**src/rtl/serial_adder.sv**
```systemverilog
// Digit-serial adder: consumes DIGIT bits of each operand per cycle and emits WIDTH-bit sum/carry/overflow.
// Define SERIAL_ADDER_SUB_EN to honour the sub input (a - b via ~b + 1); otherwise sub is ignored.
module serial_adder #(
    parameter int WIDTH = 8,
    parameter int DIGIT = 1
) (
    input  logic             clk,
    input  logic             rst_n,
    input  logic             in_valid,
    output logic             in_ready,
    input  logic [WIDTH-1:0] a,
    input  logic [WIDTH-1:0] b,
    input  logic             cin,
    input  logic             sub,
    output logic             out_valid,
    input  logic             out_ready,
    output logic [WIDTH-1:0] sum,
    output logic             cout,
    output logic             ovf
);

    localparam int N  = WIDTH / DIGIT;
    localparam int CW = (N > 1) ? $clog2(N) : 1;

    generate
        if ((WIDTH < 2) || (WIDTH % DIGIT != 0)) begin : g_param_check
            $error("serial_adder: WIDTH must be >= 2 and a multiple of DIGIT");
        end
    endgenerate

    typedef enum logic [1:0] {S_IDLE, S_RUN, S_DONE} state_t;

    state_t           state_q, state_d;
    logic [WIDTH-1:0] a_q, a_d;
    logic [WIDTH-1:0] b_q, b_d;
    logic [WIDTH-1:0] sum_q, sum_d;
    logic             carry_q, carry_d;
    logic             cout_q, cout_d;
    logic             ovf_q, ovf_d;
    logic [CW-1:0]    cnt_q, cnt_d;
    logic [DIGIT:0]   digit_sum;

`ifndef SERIAL_ADDER_SUB_EN
    logic unused_sub;
    assign unused_sub = sub;
`endif

    assign digit_sum = {1'b0, a_q[DIGIT-1:0]} + {1'b0, b_q[DIGIT-1:0]} + (DIGIT+1)'(carry_q);

    always_ff @(posedge clk or negedge rst_n) begin
        if (!rst_n) begin
            state_q <= S_IDLE;
            a_q     <= '0;
            b_q     <= '0;
            sum_q   <= '0;
            carry_q <= 1'b0;
            cout_q  <= 1'b0;
            ovf_q   <= 1'b0;
            cnt_q   <= '0;
        end else begin
            state_q <= state_d;
            a_q     <= a_d;
            b_q     <= b_d;
            sum_q   <= sum_d;
            carry_q <= carry_d;
            cout_q  <= cout_d;
            ovf_q   <= ovf_d;
            cnt_q   <= cnt_d;
        end
    end

    always_comb begin
        state_d = state_q;
        a_d     = a_q;
        b_d     = b_q;
        sum_d   = sum_q;
        carry_d = carry_q;
        cout_d  = cout_q;
        ovf_d   = ovf_q;
        cnt_d   = cnt_q;
        case (state_q)
            S_IDLE: begin
                if (in_valid) begin
                    a_d     = a;
                    b_d     = b;
                    carry_d = cin;
`ifdef SERIAL_ADDER_SUB_EN
                    if (sub) begin
                        b_d     = ~b;
                        carry_d = 1'b1;
                    end
`endif
                    sum_d   = '0;
                    cout_d  = 1'b0;
                    ovf_d   = 1'b0;
                    cnt_d   = '0;
                    state_d = S_RUN;
                end
            end
            S_RUN: begin
                a_d     = a_q >> DIGIT;
                b_d     = b_q >> DIGIT;
                carry_d = digit_sum[DIGIT];
                // Result digits enter at the MSB so the first (least significant) digit lands at bit 0 after N shifts.
                sum_d   = (sum_q >> DIGIT) | (WIDTH'(digit_sum[DIGIT-1:0]) << (WIDTH - DIGIT));
                cout_d  = digit_sum[DIGIT];
                // Carry into the digit's top bit is recovered as s ^ a ^ b at that position.
                ovf_d   = digit_sum[DIGIT] ^ digit_sum[DIGIT-1] ^ a_q[DIGIT-1] ^ b_q[DIGIT-1];
                cnt_d   = cnt_q + CW'(1);
                if (cnt_q == CW'(N - 1)) begin
                    state_d = S_DONE;
                end
            end
            S_DONE: begin
                if (out_ready) begin
                    state_d = S_IDLE;
                end
            end
            default: state_d = S_IDLE;
        endcase
    end

    assign in_ready  = (state_q == S_IDLE);
    assign out_valid = (state_q == S_DONE);
    assign sum       = sum_q;
    assign cout      = cout_q;
    assign ovf       = ovf_q;

endmodule
```
**config.mk**
```make
export PLATFORM = sky130hd
export DESIGN_NAME = serial_adder
export DESIGN_NICKNAME = d
export VERILOG_FILES = /design/src/rtl/serial_adder.sv
export SDC_FILE = /design/constraint.sdc
export NUM_CORES = 1
export LEC_CHECK = 0
export BUFFER_PORTS_ARGS = -buffer_cell sky130_fd_sc_hd__buf_2
export CORE_MARGIN = 4
export CORE_UTILIZATION = 25
export DETAILED_ROUTE_END_ITERATION = 6
export SLEW_MARGIN = 20
export SYNTH_ARGS = -nofsm -noshare
export SYNTH_HDL_FRONTEND = slang
export SYNTH_SLANG_ARGS = --single-unit
```
**constraint.sdc**
```tcl
create_clock -name clk -period 1.7 [get_ports clk]
set_input_delay 0.34 -clock clk [delete_from_list [all_inputs] [get_ports clk]]
set_output_delay 0.34 -clock clk [all_outputs]
set_load 0.01 [all_outputs]
```
After elaboration in Yosys (flattened, before gate mapping)
Index checks and enable logic that the tools add are counted.
Storage, ports and cells
  bits in registers: 32
  latch bits: 0
  memory bits (writable): 0
  memory bits (read-only): 0
  input bits: 22
  logic and storage cells: 42
  memories kept: 0
Cells by class
  add/sub/neg operators: 3
  multiply operators: 0
  divide/modulo/power cells: 0
  order comparisons: 0
  equal/unequal tests: 6
  shift operators: 0
  muxes and demuxes: 17
  bitwise operators: 4
  reductions and logical operators: 4
Operators with widths (count)
  8-bit one-hot mux with 2 select lines: 3
  8-bit two-way mux: 3
  7-bit by 8-bit OR with 8-bit output: 1
  2-bit two-way mux: 3
  1-bit one-hot mux with 2 select lines: 3
  2-bit one-hot mux with 3 select lines: 1
  3-bit one-hot mux with 2 select lines: 1
  2-bit inequality test (second input constant): 2
  3-bit by 1-bit adder with 3-bit output (second input constant): 1
  3-bit == test (second input constant): 1
  3-bit two-way mux: 1
  3-bit AND reduction: 1
  1-bit bitwise XOR: 3
  1-bit by 1-bit adder with 2-bit output: 1
  2-bit by 1-bit adder with 2-bit output: 1
  2-bit by 1-bit == test with 1-bit output (second input constant): 1
  2-bit == test (second input constant): 1
  2-bit logical NOT: 1
  1-bit two-way mux: 2
  2-bit by 1-bit inequality test with 1-bit output (second input constant): 1
  2-bit AND reduction: 1
  2-bit nonzero test: 1

Logic depth before layout (Yosys ltp)
  depth in word-level cells: 6
  mapped depth: 5
  mapped depth without buffers: 4

Least setup slack after synthesis
No wires, ideal clock.
  path type: reg2reg
  start: register state_q[1]
  end: register sum_q[4] (netlist: sum[4])
  data arrival time: 1.085 ns
  setup slack: 0.494 ns
  stages on the path, launching flop included: 5
  cell sequence: dfrtp_1 > buf_2 > o21bai_2 > buf_2 > a22o_1
On the way
  longest elaborated chain between the ends: 3
  elaborated cells between the ends (all ways): 6
RTL lines
  start, declared: RTL line 33  | state_t state_q, state_d;
  start signal, assigned: RTL line 61  | state_q <= state_d;
  2-bit by 1-bit == test with 1-bit output / 2-bit logical NOT (equally long branches): RTL line 81  | case (state_q)
  2-bit nonzero test (no line) / 2-bit inequality test (equally long branches)
  2-bit AND reduction (no line)
  end signal, assigned: RTL line 64  | sum_q <= sum_d;
  end, declared: RTL line 36  | logic [WIDTH-1:0] sum_q, sum_d;
Parallel ways exist; a longest one is shown, timed or not.
A chain may end at the register's enable or synchronous reset.

Worst setup path after layout
  start: register state_q[0]
  end: output in_ready
On the way
  longest elaborated chain between the ends: 1
RTL lines
  2-bit logical NOT: RTL line 123  | assign in_ready = (state_q == S_IDLE);
  end, declared: RTL line 10  | output logic in_ready,
Every way passes these cells.

==> impl_metrics.json <==
{
  "min_period_ns": 1.47,
  "layoutNonFillerInstCount": 250,
  "ys_top_cells_by_area": "dfrtp_1 (54%), nor3_1 (8.1%), nor3b_1 (6.1%)",
  "finClkSkew_ns": 0.00441,
  "grt_use_met2_pct": 14.6,
  "max-vdd-ir-drop_v": 0.000604,
  "multiInputGateArea_um2": 614,
  "tritoncts": "yes",
  "grt_max_degree": 31,
  "grt_overflow": 0,
  "grt.busiest_layer": "met2",
  "synth_nets": 167,
  "drc_errors": 0,
  "cp_top_family": "flip-flops",
  "cts.repair.resized": 0,
  "final_antenna_net_count": 0,
  "critPathLaunchType": "flip-flop",
  "hold_path_depth": 2,
  "clk_path_buf_depth": 2,
  "nNetsFinal": 203,
  "n_antenna_cell": 0,
  "path_cells": "nor2_1 > buf_2",
  "dp_cells": 241,
  "tightest_slew_ns": 0.419,
  "max_freq_mhz": 679,
  "postCtsSetupBuffers": 0,
  "critPathSlowestCell": "dfrtp_1",
  "cts_hold_buf": 1,
  "clock_latency_ns": 0.28,
  "synth_area_per_cell_um2": 10.5,
  "r2r_cells": 4,
  "synthMostInstantiatedCell": "dfrtp_1",
  "vias": 1144,
  "setup.worst_path.end_class": "output pin",
  "clk_pin_slew_worst_paths_ns": 0.07,
  "met1_usage_pct": 12.8,
  "synth_top_area_share_pct": 54.1,
  "r2r-start": "state_q[0]$_DFFE_PN0P_",
  "async_flop_share_pct": 100,
  "drt_iter0_markers": 24,
  "fin_tns_setup_ns": 0,
  "timing.rr.end": "b_q[6]$_DFFE_PN0P_",
  "ys_seq_area_share_pct": 54.1,
  "synth_edf_count": 0,
  "antenna_found_initial": 0,
  "pre_cts_slack_ns": 0.317,
  "dr.pass1.iters": 4,
  "cp_num_buf_inv": 1,
  "synth_largest_area_cell": "dfrtp_1",
  "synth_ff_type": "dfrtp_1",
  "rows": 27,
  "via_per_inst": 4.58,
  "cp_max_fo": 9,
  "cts_sinks": 32,
  "numPortBuffers": 32,
  "synth_common_cells": "dfrtp_1 (32), nor3_1 (24), nor2_1 (14)",
  "r2r_slack_ns": 0.31,
  "io_pins": 34,
  "cap_violations": 0,
  "grt_use_total_pct": 9.65,
  "hp-class": "input port to flip-flop",
  "regArea_um2": 801,
  "core_um2": 5640,
  "timing.final.ws_setup_ns": 0.227,
  "postRouteWirelength_um": 3210,
  "ys_types": 25,
  "met3_usage_pct": 3.30,
  "synth_seq_cells": 32,
  "p_leak_nw": 0.868,
  "gp_congestion": 0.693,
  "htree_levels": 2,
  "grt_first_pass_wirelength_um": 5620,
  "synthCells": 141,
  "hold_end": "a_q[7]$_DFFE_PN0P_",
  "crit_type": "flip-flop to output pin",
  "setup_violations": 0,
  "final-max-slew-violation-count": 0,
  "powerDensity_nw_per_um2": 1750,
  "nFillCells": 589,
  "syn_to_final_growth_pct": 24.2,
  "finalPower_w": 0.00323,
  "hold_viol": 0,
  "cp_data_required_time_ns": 1.36,
  "cts_buffers": 5,
  "cpPeakStageDelay_ns": 0.47,
  "rsz0062_at_grt": "no",
  "die_area_um2": 7220,
  "hold_start": "a[7]",
  "detail_route.wl_per_cell_um": 12.8,
  "drive_gt1_share_pct": 27.0,
  "cts_root_buffer": "clkbuf_8",
  "syn_area_um2": 1480,
  "relSlewSlack_pct": 72.0,
  "fp.dieH_um": 85.0,
  "arrival_ns": 1.13,
  "place_hpwl_um": 2240,
  "post-route-period-util_pct": 86.6,
  "start_util_pct": 26.3,
  "ys_warn_count": 0,
  "die_x_um": 85.0,
  "fin_worst_hold_slack_ns": 0.321,
  "grt_pass1_vias": 1186,
  "status": "completed"
}
[logic make-up after synthesis]
family	count (synthesis)	synth area share (%)
simple gates	66	23.5
flops	32	54.1
xor+xnor	1	0.591
buf+inv	14	4.48
compound gates	24	13.0
fa+ha+maj	4	4.39
[metrics by stage]
step	util [%]	instance area (um2)
after global routing	32.6	1840
after detailed placement	30.8	1740
final	32.6	1840
after CTS	32.6	1840
after floorplan	-	1480
after global placement	30.8	1740
[layout make-up]
cell class	count	share of cell area (%)
inverter	4	0.816
sequential	32	43.5
multi-input combinational	95	33.4
clock inverter	2	0.544
tap	72	4.89
timing repair buffer	39	12.4
clock buffer	6	4.49
[layout by cell type (no fill, tap or decap)]
cell	n
nor3_1	24
o21bai_2	1
nand3_1	1
nand2b_1	5
a221o_1	2
or3b_1	1
fa_1	2
a32o_1	2
a22o_1	10
nor2_1	14
inv_1	4
dfrtp_1	32
clkinv_2	2
and2b_1	1
buf_2	32
a21oi_1	1
nor2b_1	1
xnor2_1	1
buf_12	1
dlygate4sd3_1	1
nor3b_1	12
a2bb2oi_1	1
nand2_1	7
buf_4	5
o21ba_2	1
clkbuf_8	6
ha_1	2
o21ai_0	6
[sequential cells by signal, indices dropped and copies added (netlist names)]
signal,flops
carry_q,1
cnt_q,3
a_q,8
state_q,2
sum,8
b_q,8
ovf,1
cout,1
[report_power, final]
part / total (W) / leakage (nW) / internal, W / switching [W]
Sequential: 0.00137 / 0.391 / 0.00112 / 0.000249
Combinational: 0.00126 / 0.426 / 0.000614 / 0.000649
Clock: 0.000597 / 0.0510 / 0.000323 / 0.000274
[per-layer routing]
metal | vias to the layer above | share of wire (%)
met1 | 546 | 51
met4 | 0 | 1.2
met5 | - | 0
li1 | 566 | -
met2 | 28 | 43
met3 | 4 | 5.2
[how the worst max path moves through the flow]
stage / to / startpoint / slack (ns) / cells past startpoint
6_report: in_ready / state_q[0]$_DFFE_PN0P_ / 0.23 / 2
5_1_grt: b_q[4]$_DFFE_PN0P_ / state_q[0]$_DFFE_PN0P_ / 0.12 / 4
4_1_cts: in_ready / state_q[0]$_DFFE_PN0P_ / 0.21 / 2
3_5_place_dp: b_q[4]$_DFFE_PN0P_ / state_q[0]$_DFFE_PN0P_ / 0.32 / 4
3_3_place_gp: a_q[5]$_DFFE_PN0P_ / state_q[0]$_DFFE_PN0P_ / 0.33 / 4
2_1_floorplan: sum[4]$_DFFE_PN0P_ / state_q[1]$_DFFE_PN0P_ / 0.49 / 4
Note: power is estimated with default switching activity, not from simulation.
